<file path="config.mk">
export PLATFORM = sky130hd
export DESIGN_NAME = mem_arbiter
export DESIGN_NICKNAME = d
export VERILOG_FILES = /design/src/rtl/mem_arbiter_pkg.sv /design/src/rtl/mem_byte_assembler.sv /design/src/rtl/mem_arbiter.sv
export SDC_FILE = /design/constraint.sdc
export NUM_CORES = 1
export LEC_CHECK = 0
export ABC_AREA = 0
export CAP_MARGIN = 20
export CORE_MARGIN = 1.5
export CORE_UTILIZATION = 55
export DETAILED_ROUTE_END_ITERATION = 8
export PLACE_DENSITY = 0.84
export RECOVER_POWER = 25
export SLEW_MARGIN = 30
export SYNTH_ARGS = -nofsm -noshare
export SYNTH_HDL_FRONTEND = slang
export SYNTH_SLANG_ARGS = --single-unit
</file>
<file path="constraint.sdc">
create_clock -name clk -period 10.4 [get_ports clk]
set_input_delay 1.56 -clock clk [delete_from_list [all_inputs] [get_ports clk]]
set_output_delay 1.56 -clock clk [all_outputs]
set_load 0.05 [all_outputs]
</file>
<file path="src/rtl/mem_arbiter_pkg.sv">
// rtl/mem_arbiter_pkg.sv - shared encodings for the byte-serial memory arbiter
package mem_arbiter_pkg;

  localparam logic [1:0]  REQ8            = 2'd0;
  localparam logic [1:0]  REQ16           = 2'd1;
  localparam logic [1:0]  REQ32           = 2'd2;
  localparam logic [31:0] IO_BASE_DEFAULT = 32'h0003_0000;

  typedef enum logic [1:0] {
    ST_IDLE,
    ST_READ,
    ST_WRITE,
    ST_DONE
  } state_t;

  typedef enum logic [1:0] {
    OWN_NONE,
    OWN_LOAD,
    OWN_STORE,
    OWN_FETCH
  } owner_t;

endpackage

</file>
<file path="src/rtl/mem_byte_assembler.sv">
// rtl/mem_byte_assembler.sv - byte insert into a 32-bit capture word, store byte select, length decode
module mem_byte_assembler
  import mem_arbiter_pkg::*;
(
  input  logic        clk,
  input  logic        rst,
  input  logic        rdy,
  input  logic        clear,
  input  logic        cap_en,
  input  logic [1:0]  idx,
  input  logic [7:0]  din,
  input  logic [31:0] wdata,
  input  logic [1:0]  len,
  output logic [1:0]  last_idx,
  output logic [7:0]  wr_byte,
  output logic [31:0] word
);

  always_comb begin
    last_idx = 2'd3;
    if (len == REQ8)
      last_idx = 2'd0;
    else if (len == REQ16)
      last_idx = 2'd1;
  end

  assign wr_byte = wdata[{idx, 3'b000} +: 8];

  // Cleared while idle so short loads come out zero-extended
  always_ff @(posedge clk or posedge rst) begin
    if (rst)
      word <= '0;
    else if (rdy) begin
      if (clear)
        word <= '0;
      else if (cap_en)
        word[{idx, 3'b000} +: 8] <= din;
    end
  end

endmodule

</file>
<file path="src/rtl/mem_arbiter.sv">
// rtl/mem_arbiter.sv - byte-serial RAM/IO port owner for LSB loads/stores and instruction fetch
// Optional: define ROUND_ROBIN_EN to alternate priority between LSB and fetch.
module mem_arbiter
  import mem_arbiter_pkg::*;
#(
  parameter int                ADDR_W  = 32,
  parameter logic [ADDR_W-1:0] IO_BASE = IO_BASE_DEFAULT
) (
  input  logic              clk,
  input  logic              rst,
  input  logic              rdy,
  input  logic              jump_wrong,
  input  logic              if_req,
  input  logic [ADDR_W-1:0] if_addr,
  output logic              if_done,
  output logic [31:0]       if_data,
  input  logic              lsb_read_signal,
  input  logic              lsb_write_signal,
  input  logic [1:0]        requiring_length,
  input  logic [ADDR_W-1:0] to_mem_addr,
  input  logic [31:0]       to_mem_data,
  output logic              mem_load_success,
  output logic              mem_store_success,
  output logic [31:0]       from_mem_data,
  input  logic [7:0]        mem_din,
  output logic [7:0]        mem_dout,
  output logic [ADDR_W-1:0] mem_a,
  output logic              mem_wr,
  input  logic              io_buffer_full
);

  state_t            state;
  owner_t            owner;
  logic [ADDR_W-1:0] base;
  logic [1:0]        len;
  logic [31:0]       wdata;
  logic [1:0]        cnt;
  logic [1:0]        issue_off;
  logic              primed;
  logic              fin;
  logic [1:0]        last_idx;
  logic [7:0]        wr_byte;
  logic [31:0]       word;
  logic              lsb_req;
  logic              pick_lsb;
  logic              is_io;
  logic              asm_clear;
  logic              asm_cap;

  assign lsb_req = lsb_read_signal | lsb_write_signal;
  assign is_io   = (base >= IO_BASE);

`ifdef ROUND_ROBIN_EN
  logic last_is_fetch;
  assign pick_lsb = lsb_req && (!if_req || last_is_fetch);
`else
  assign pick_lsb = lsb_req;
`endif

  // Reads see mem_din one cycle behind mem_a, hence the primed gate
  assign asm_clear = (state == ST_IDLE);
  assign asm_cap   = (state == ST_READ) && primed && !fin && !jump_wrong;

  mem_byte_assembler u_asm (
    .clk      (clk),
    .rst      (rst),
    .rdy      (rdy),
    .clear    (asm_clear),
    .cap_en   (asm_cap),
    .idx      (cnt),
    .din      (mem_din),
    .wdata    (wdata),
    .len      (len),
    .last_idx (last_idx),
    .wr_byte  (wr_byte),
    .word     (word)
  );

  always_ff @(posedge clk or posedge rst) begin
    if (rst) begin
      state             <= ST_IDLE;
      owner             <= OWN_NONE;
      base              <= '0;
      len               <= REQ8;
      wdata             <= '0;
      cnt               <= '0;
      issue_off         <= '0;
      primed            <= 1'b0;
      fin               <= 1'b0;
      if_done           <= 1'b0;
      if_data           <= '0;
      mem_load_success  <= 1'b0;
      mem_store_success <= 1'b0;
      from_mem_data     <= '0;
      mem_dout          <= '0;
      mem_a             <= '0;
      mem_wr            <= 1'b0;
`ifdef ROUND_ROBIN_EN
      last_is_fetch     <= 1'b1;
`endif
    end else if (rdy) begin
      if_done           <= 1'b0;
      mem_load_success  <= 1'b0;
      mem_store_success <= 1'b0;
      case (state)
        ST_IDLE: begin
          mem_a     <= '0;
          mem_wr    <= 1'b0;
          mem_dout  <= '0;
          cnt       <= '0;
          issue_off <= '0;
          primed    <= 1'b0;
          fin       <= 1'b0;
          if (!jump_wrong && (lsb_req || if_req)) begin
            if (pick_lsb) begin
              base  <= to_mem_addr;
              len   <= requiring_length;
              wdata <= to_mem_data;
              if (lsb_write_signal) begin
                owner <= OWN_STORE;
                state <= ST_WRITE;
              end else begin
                owner <= OWN_LOAD;
                state <= ST_READ;
                mem_a <= to_mem_addr;
              end
            end else begin
              base  <= if_addr;
              len   <= REQ32;
              owner <= OWN_FETCH;
              state <= ST_READ;
              mem_a <= if_addr;
            end
`ifdef ROUND_ROBIN_EN
            last_is_fetch <= !pick_lsb;
`endif
          end
        end
        ST_READ: begin
          if (jump_wrong) begin
            state <= ST_IDLE;
            owner <= OWN_NONE;
            mem_a <= '0;
          end else if (fin) begin
            state <= ST_DONE;
            if (owner == OWN_FETCH) begin
              if_done <= 1'b1;
              if_data <= word;
            end else begin
              mem_load_success <= 1'b1;
              from_mem_data    <= word;
            end
          end else begin
            primed <= 1'b1;
            if (issue_off != last_idx) begin
              issue_off <= issue_off + 2'd1;
              mem_a     <= mem_a + ADDR_W'(1);
            end else begin
              mem_a <= '0;
            end
            if (primed) begin
              if (cnt == last_idx)
                fin <= 1'b1;
              else
                cnt <= cnt + 2'd1;
            end
          end
        end
        ST_WRITE: begin
          // Stores are committed, so jump_wrong is deliberately ignored here
          if (fin) begin
            state             <= ST_DONE;
            mem_wr            <= 1'b0;
            mem_a             <= '0;
            mem_dout          <= '0;
            mem_store_success <= 1'b1;
          end else if (is_io && io_buffer_full) begin
            mem_wr <= 1'b0;
          end else begin
            mem_a    <= base + ADDR_W'(cnt);
            mem_dout <= wr_byte;
            mem_wr   <= 1'b1;
            if (cnt == last_idx)
              fin <= 1'b1;
            else
              cnt <= cnt + 2'd1;
          end
        end
        ST_DONE: begin
          state <= ST_IDLE;
          owner <= OWN_NONE;
        end
        default: state <= ST_IDLE;
      endcase
    end
  end

endmodule

</file>
[Word level (Yosys, flattened, before mapping)]
Cells that the tools add are included.
Storage, ports and cells
  register bits: 216
  latch bits: 0
  RAM bits: 0
  memory bits (read-only): 0
  output and inout port bits: 108
  logic and storage cells: 139
  memories kept: 0
Cells by class
  add/sub/neg operators: 5
  multiply operators: 0
  div/mod/pow operators: 0
  magnitude comparators: 1
  equality and inequality tests: 17
  shifts and indexed selects: 3
  muxes and demuxes: 63
  bitwise logic cells: 3
  reduce and logical (&&, ||, !) cells: 29
Operators with widths (count)
  two-way mux 32 bit: 11
  case mux 32 bit (3 select lines): 1
  two-way mux 2 bit: 20
  adder 32 x 1 -> 32 bit, second input constant: 1
  adder 32 x 2 -> 32 bit: 1
  bitwise mux 32 bit: 1
  greater-or-equal comparator 32 x 18 -> 1 bit, second input constant: 1
  variable shift 8 x 7 -> 32 bit, first input constant: 1
  variable part select 32 x 6 -> 8 bit: 1
  variable part select 8 x 7 -> 32 bit: 1
  two-way mux 1 bit: 20
  two-way mux 8 bit: 2
  case mux 8 bit (2 select lines): 1
  AND reduction 4 bit: 4
  AND reduction 5 bit: 3
  inequality test 2 bit, second input constant: 6
  case mux 2 bit (3 select lines): 2
  AND reduction 3 bit: 3
  case mux 2 bit (4 select lines): 1
  negation 5 -> 7 bit: 1
  AND reduction 7 bit: 1
  equality test 2 bit, second input constant: 3
  inequality test 3 bit, second input constant: 2
  AND reduction 2 bit: 3
  16 further kinds: 30

[Longest topological paths before layout]
  depth in word-level cells: 9
  gate-level depth with buffers: 11
  mapped depth without buffers: 8

[Cells and area by module]
From an unflattened synthesis, not the netlist that was laid out.
Unflattened totals
  cell total of the unflattened synthesis: 1062
  area total of the unflattened synthesis: 11405.9 um^2
By module, submodules not included
  mem_arbiter: times used 1, cells each 926, area an instance 9624.2 um^2, seq. area each 4604.4 um^2
  mem_byte_assembler: times used 1, cells each 136, area an instance 1781.7 um^2, seq. area each 800.8 um^2

[Least setup slack after synthesis]
No wires, ideal clock.
  kind: in2reg
  start point: in lsb_read_signal
  end point: reg wdata[0]
  setup time: 0.125 ns
  data arrival time: 3.065 ns
  path slack: 7.211 ns
  stages on the path: 5
  cells stage by stage: clkbuf_1 > nor2_1 > nor3_1 > buf_2 > mux2_2
Between the ends
  longest elaborated chain between the ends: 4
Ends and longest elaborated chain
  start, declared: line mem_arbiter.sv:17  | input logic lsb_read_signal,
  bitwise OR 1 bit *: line mem_arbiter.sv:50  | assign lsb_req = lsb_read_signal | lsb_write_signal;
  logical OR 1 bit: line mem_arbiter.sv:114  | if (!jump_wrong && (lsb_req || if_req)) begin
  logical AND 1 bit: line mem_arbiter.sv:114
  AND reduction 4 bit (no source line) *
  end signal, assigned: line mem_arbiter.sv:118  | wdata <= to_mem_data;
  end, declared: line mem_arbiter.sv:36  | logic [31:0] wdata;
Mark *: on every way between the ends. The rest lies on a longest branch, timed or not.
A chain may end at the register's enable or synchronous reset.

[Worst setup path after layout]
  start point: in jump_wrong
  end point: reg mem_a[28]
Between the ends
  longest elaborated chain between the ends: 4
  elaborated cells on any way between the ends: 7
  those cells by class: eq/ne (1); mux (3); reduce/logical (3)
Ends and longest elaborated chain
  start, declared: line mem_arbiter.sv:12  | input logic jump_wrong,
  zero test 1 bit: line mem_arbiter.sv:114
  logical AND 1 bit: line mem_arbiter.sv:114
  two-way mux 32 bit: line mem_arbiter.sv:114
  case mux 32 bit (3 select lines): line mem_arbiter.sv:105  | case (state)
  end signal, assigned: line mem_arbiter.sv:125  | mem_a <= to_mem_addr;
  end signal, assigned: line mem_arbiter.sv:132  | mem_a <= if_addr;
  end signal, assigned: line mem_arbiter.sv:157  | mem_a <= mem_a + ADDR_W'(1);
  end, declared: line mem_arbiter.sv:27  | output logic [ADDR_W-1:0] mem_a,
Parallel ways exist; a longest one is shown, timed or not.

==> metrics.md <==
| Metric | Value |
|---|---|
| Status | complete, no violations |
| Startpoint types | input pin |
| Inst Count DP | between 1000 and 1500 |
| CP max stage cell | clkdlybuf4s50_1 |
| Number of synthesized register bits | ~220 |
| Layout cells sized above 1 | 0.135 |
| Avg Synthesized Cell Area | ~10 um^2 |
| Sw Share | 0.411 |
| Top post-synthesis cells by area | dfrtp_1 49%, mux2_2 9.7%, mux2i_1 5.8%, nand2_1 3.2%, a21oi_1 3.1% |
| Worst rel slew slack | 0.353 |
| Synth cell count leaders | 216 x dfrtp_1, 96 x mux2_2, 95 x nand2_1 |
| Crit path DAT | 4110 ps |
| Initial core utilization | 0.566 |
| CTS Buf Count | 22 |
| Area leader, netlist | dfrtp_1 |
| Post-layout util | 0.725 |
| Area growth syn-to-layout | 28.2% |
| Comb power frac | 0.385 |
| Clk Latency, worst-skew pair | 520 ps |
| Site Rows | 51 |
| Core ar. | roughly 20000 um^2 |
| P_sw | 1.40 mW |
| Hpwl dp | about 21000 um |
| Port bufs | about 220 |
| CTS tree | built |
| First-pass DRT Iterations | 6 |
| CP peak stage delay | 550 ps |
| Largest family of logic cells by synthesized area | multiplexers |
| Detailed Route WL | between 30000 and 40000 um |
| Pin count of the biggest net entering global routing | ~150 |
| First-pass GRT wire length | roughly 50000 um |
| Die width | 145 um |
| Worst Hold Slack | approximately 490 ps |
| Critical Path RT | about 11000 ps |
| Top-count cell post-synth | dfrtp_1 |
| Die area | around 21000 um^2 |
| Via count | approximately 9400 |
| Final min period | roughly 3700 ps |
| Drt initial violations | 803 |
| Hold WC Path Type | reg -> reg |
| Final hold violation count | 0 |
| Clk_skew | 19.8 ps |
| Synth Warn # | 0 |
| Reg clk slew, reported paths | around 70 ps |
| Crit Path Category | in -> reg |
| P_int | 2.01 mW |
| Nets@finish | 1380 |
| Setup repair bufs after CTS | 0 |
| Crit path max fanout | a little over 60 |
| Routed WL per cell | around 20 um |
| Bufs on Longest Clock Path | 3 |
| Multiplexer share of the synthesized area | 0.171 |
| Post-synthesis compound-gate area fraction | 0.121 |
| Buf/Inv on CP | 2 |
| Slew Limit Fails | 0 |
| Post-synth cell types | 56 |
| Synth Area in XOR/XNOR | 0.0386 |
| CP Capture Type | register |
| CTS resizes | 0 |
| CP Cell Sequence | clkdlybuf4s50_1 > nor2b_1 > nand2_1 > nand3_2 > buf_4 > nor2_1 > a221o_1 |
| Fin area | 14300 um^2 |
| Peak supply drop | between 0.1 and 0.15 mV |
| Synth Area in Adders | 0.0142 |
| Die Y | between 100 and 150 um |
| Mapped Area | approximately 11000 um^2 |
| Number of global-route vias before repair | 9264 |
| H-Tree Depth | 1 |
| Grt ovf | 0 |
| Unrepaired setup endpoints after global routing | false |
| Clock share of power | 0.227 |
| Post-Place Worst Slack | 6240 ps |
| Synth Net Count | between 1000 and 1500 |
| Slew @ Worst Pin | 971 ps |
| Asr flop ratio synth | 1.00 |
| Mapped Cells | ~1100 |
| Post-route ant nets | 0 |
| Post-route DRC violation count | 0 |
| Initial antenna violation count | 0 |
| TritonCTS sink count | ~220 |
| Synth top area share | 0.486 |
| Leakage | 5.95 nW |
| Ys flop type | dfrtp_1 |
| IO Pins | 222 |
| Max_cap viols | 0 |
| Simple-gate area share of the yosys netlist | 0.136 |
| GP Congestion | 0.913 |
| Sequential share of power | 0.388 |
| Non-filler cells, final | around 1500 |
| CTS Hold Buffers Added | 0 |
| CTS Root Buffer Type | clkbuf_16 |
| Final Total Pwr | ~3.4 mW |
| Post-DR vias/cell | between 6 and 7 |
| Top Family by Delay on Critical Path | simple AND/OR/NAND/NOR gates |
| Register area share after synthesis | 0.486 |
| Total GRT Usage | 0.292 |
| Worst setup margin | 6660 ps |
| Area after DPL | between 10000 and 15000 um^2 |
| Power density cells | around 240 nW/um^2 |
| Final Cycle Share | 0.359 |
| F_max | 268 MHz |
| Setup TNS after final layout | 0 ps |
| EDFF count, synth | 0 |
| Setup-failing EPs final | 0 |
[final cells by class]
| cell class | count | area (um^2) |
|---|---|---|
| Fill cell | 1428 | 5400 |
| Sequential cell | 216 | 5410 |
| Multi-Input combinational cell | 757 | 5400 |
| Clock buffer | 28 | 603 |
| Timing Repair Buffer | 233 | 2320 |
| Antenna cell | 1 | 2.50 |
| Tap cell | 265 | 332 |
| Inverter | 24 | 103 |
| Clock inverter | 10 | 92.6 |
[sequential cells by signal, indices dropped and copies added (netlist names)]
register           cells
owner                  2
mem_store_success      1
cnt                    2
u_asm.word            32
mem_load_success       1
if_data               32
mem_a                 32
fin                    1
issue_off              2
state                  2
primed                 1
mem_wr                 1
len                    2
wdata                 32
from_mem_data         32
mem_dout               8
if_done                1
base                  32
[power groups by stage]
stage	clock, mW	sequential (mW)	combinational (mW)
finish	0.775	1.32	1.31
CTS	0.781	1.31	1.30
global placement	0	1.31	1.25
detailed placement	0	1.32	1.29
floorplan	0	1.42	0.759
global route	0.809	1.35	1.42
[path summary, 6_finish.rpt]
| check | from | endpoint | slack, ps | cells after the start |
|---|---|---|---|---|
| worst max-delay path | jump_wrong | mem_a[28] | 6660 | 7 |
| worst min-delay path | mem_dout[6] | mem_dout[6] | 490 | 2 |
| worst max register to register | cnt[0] | mem_a[20] | 7020 | 8 |
| worst min register to register | mem_dout[6] | mem_dout[6] | 490 | 2 |
| max in group asynchronous | rst | cnt[0] | 7600 | 4 |
| min in group asynchronous | rst | base[26] | 1680 | 2 |
[per-layer routing]
layer | share of wire | track usage | wire (um) | vias to the layer above
li1 | - | - | - | 4242
met1 | 0.40 | 0.386 | 12700 | 4587
met2 | 0.49 | 0.504 | 15400 | 440
met3 | 0.073 | 0.0324 | 2310 | 81
met4 | 0.032 | 0.0969 | 1010 | 0
met5 | 0 | 0 | 0 | -
[placed cells by master, fill, tap and decap left out, types with 7 or more instances in the layout]
master	Yosys	routed
clkdlybuf4s50_1	0	218
dfrtp_1	216	215
mux2_2	96	96
nand2_1	95	95
nor2_1	77	76
a21oi_1	68	67
mux2i_1	64	64
o21ai_0	56	56
xnor2_1	37	37
nor3_1	36	34
nand3_1	25	24
inv_1	24	23
o22ai_1	22	22
clkbuf_16	0	22
nor4_1	17	17
a22o_1	17	17
nand4_1	15	15
xor2_1	12	12
ha_1	11	11
buf_4	0	11
and4_1	8	8
a221o_1	8	8
mux4_2	8	8
o31ai_1	7	7
or4_1	7	7
[worst reg2reg max path: stages, from the launching register on]
cell,delay [ps]
dfrtp_2,700
ha_1,310
fa_1,350
nand4_1,320
or3_1,590
nor3_1,320
xnor2_1,200
o22ai_1,120
a221o_1,350
[cells by family after synthesis]
logic type,after synthesis
flip-flops,216
XOR/XNOR,49
AO/OA/AOI/OAI,217
AND/OR/NAND/NOR,311
adder cells (fa/ha/maj),12
buffers and inverters,89
multiplexers,168
Power figures use the tool's default switching activity.
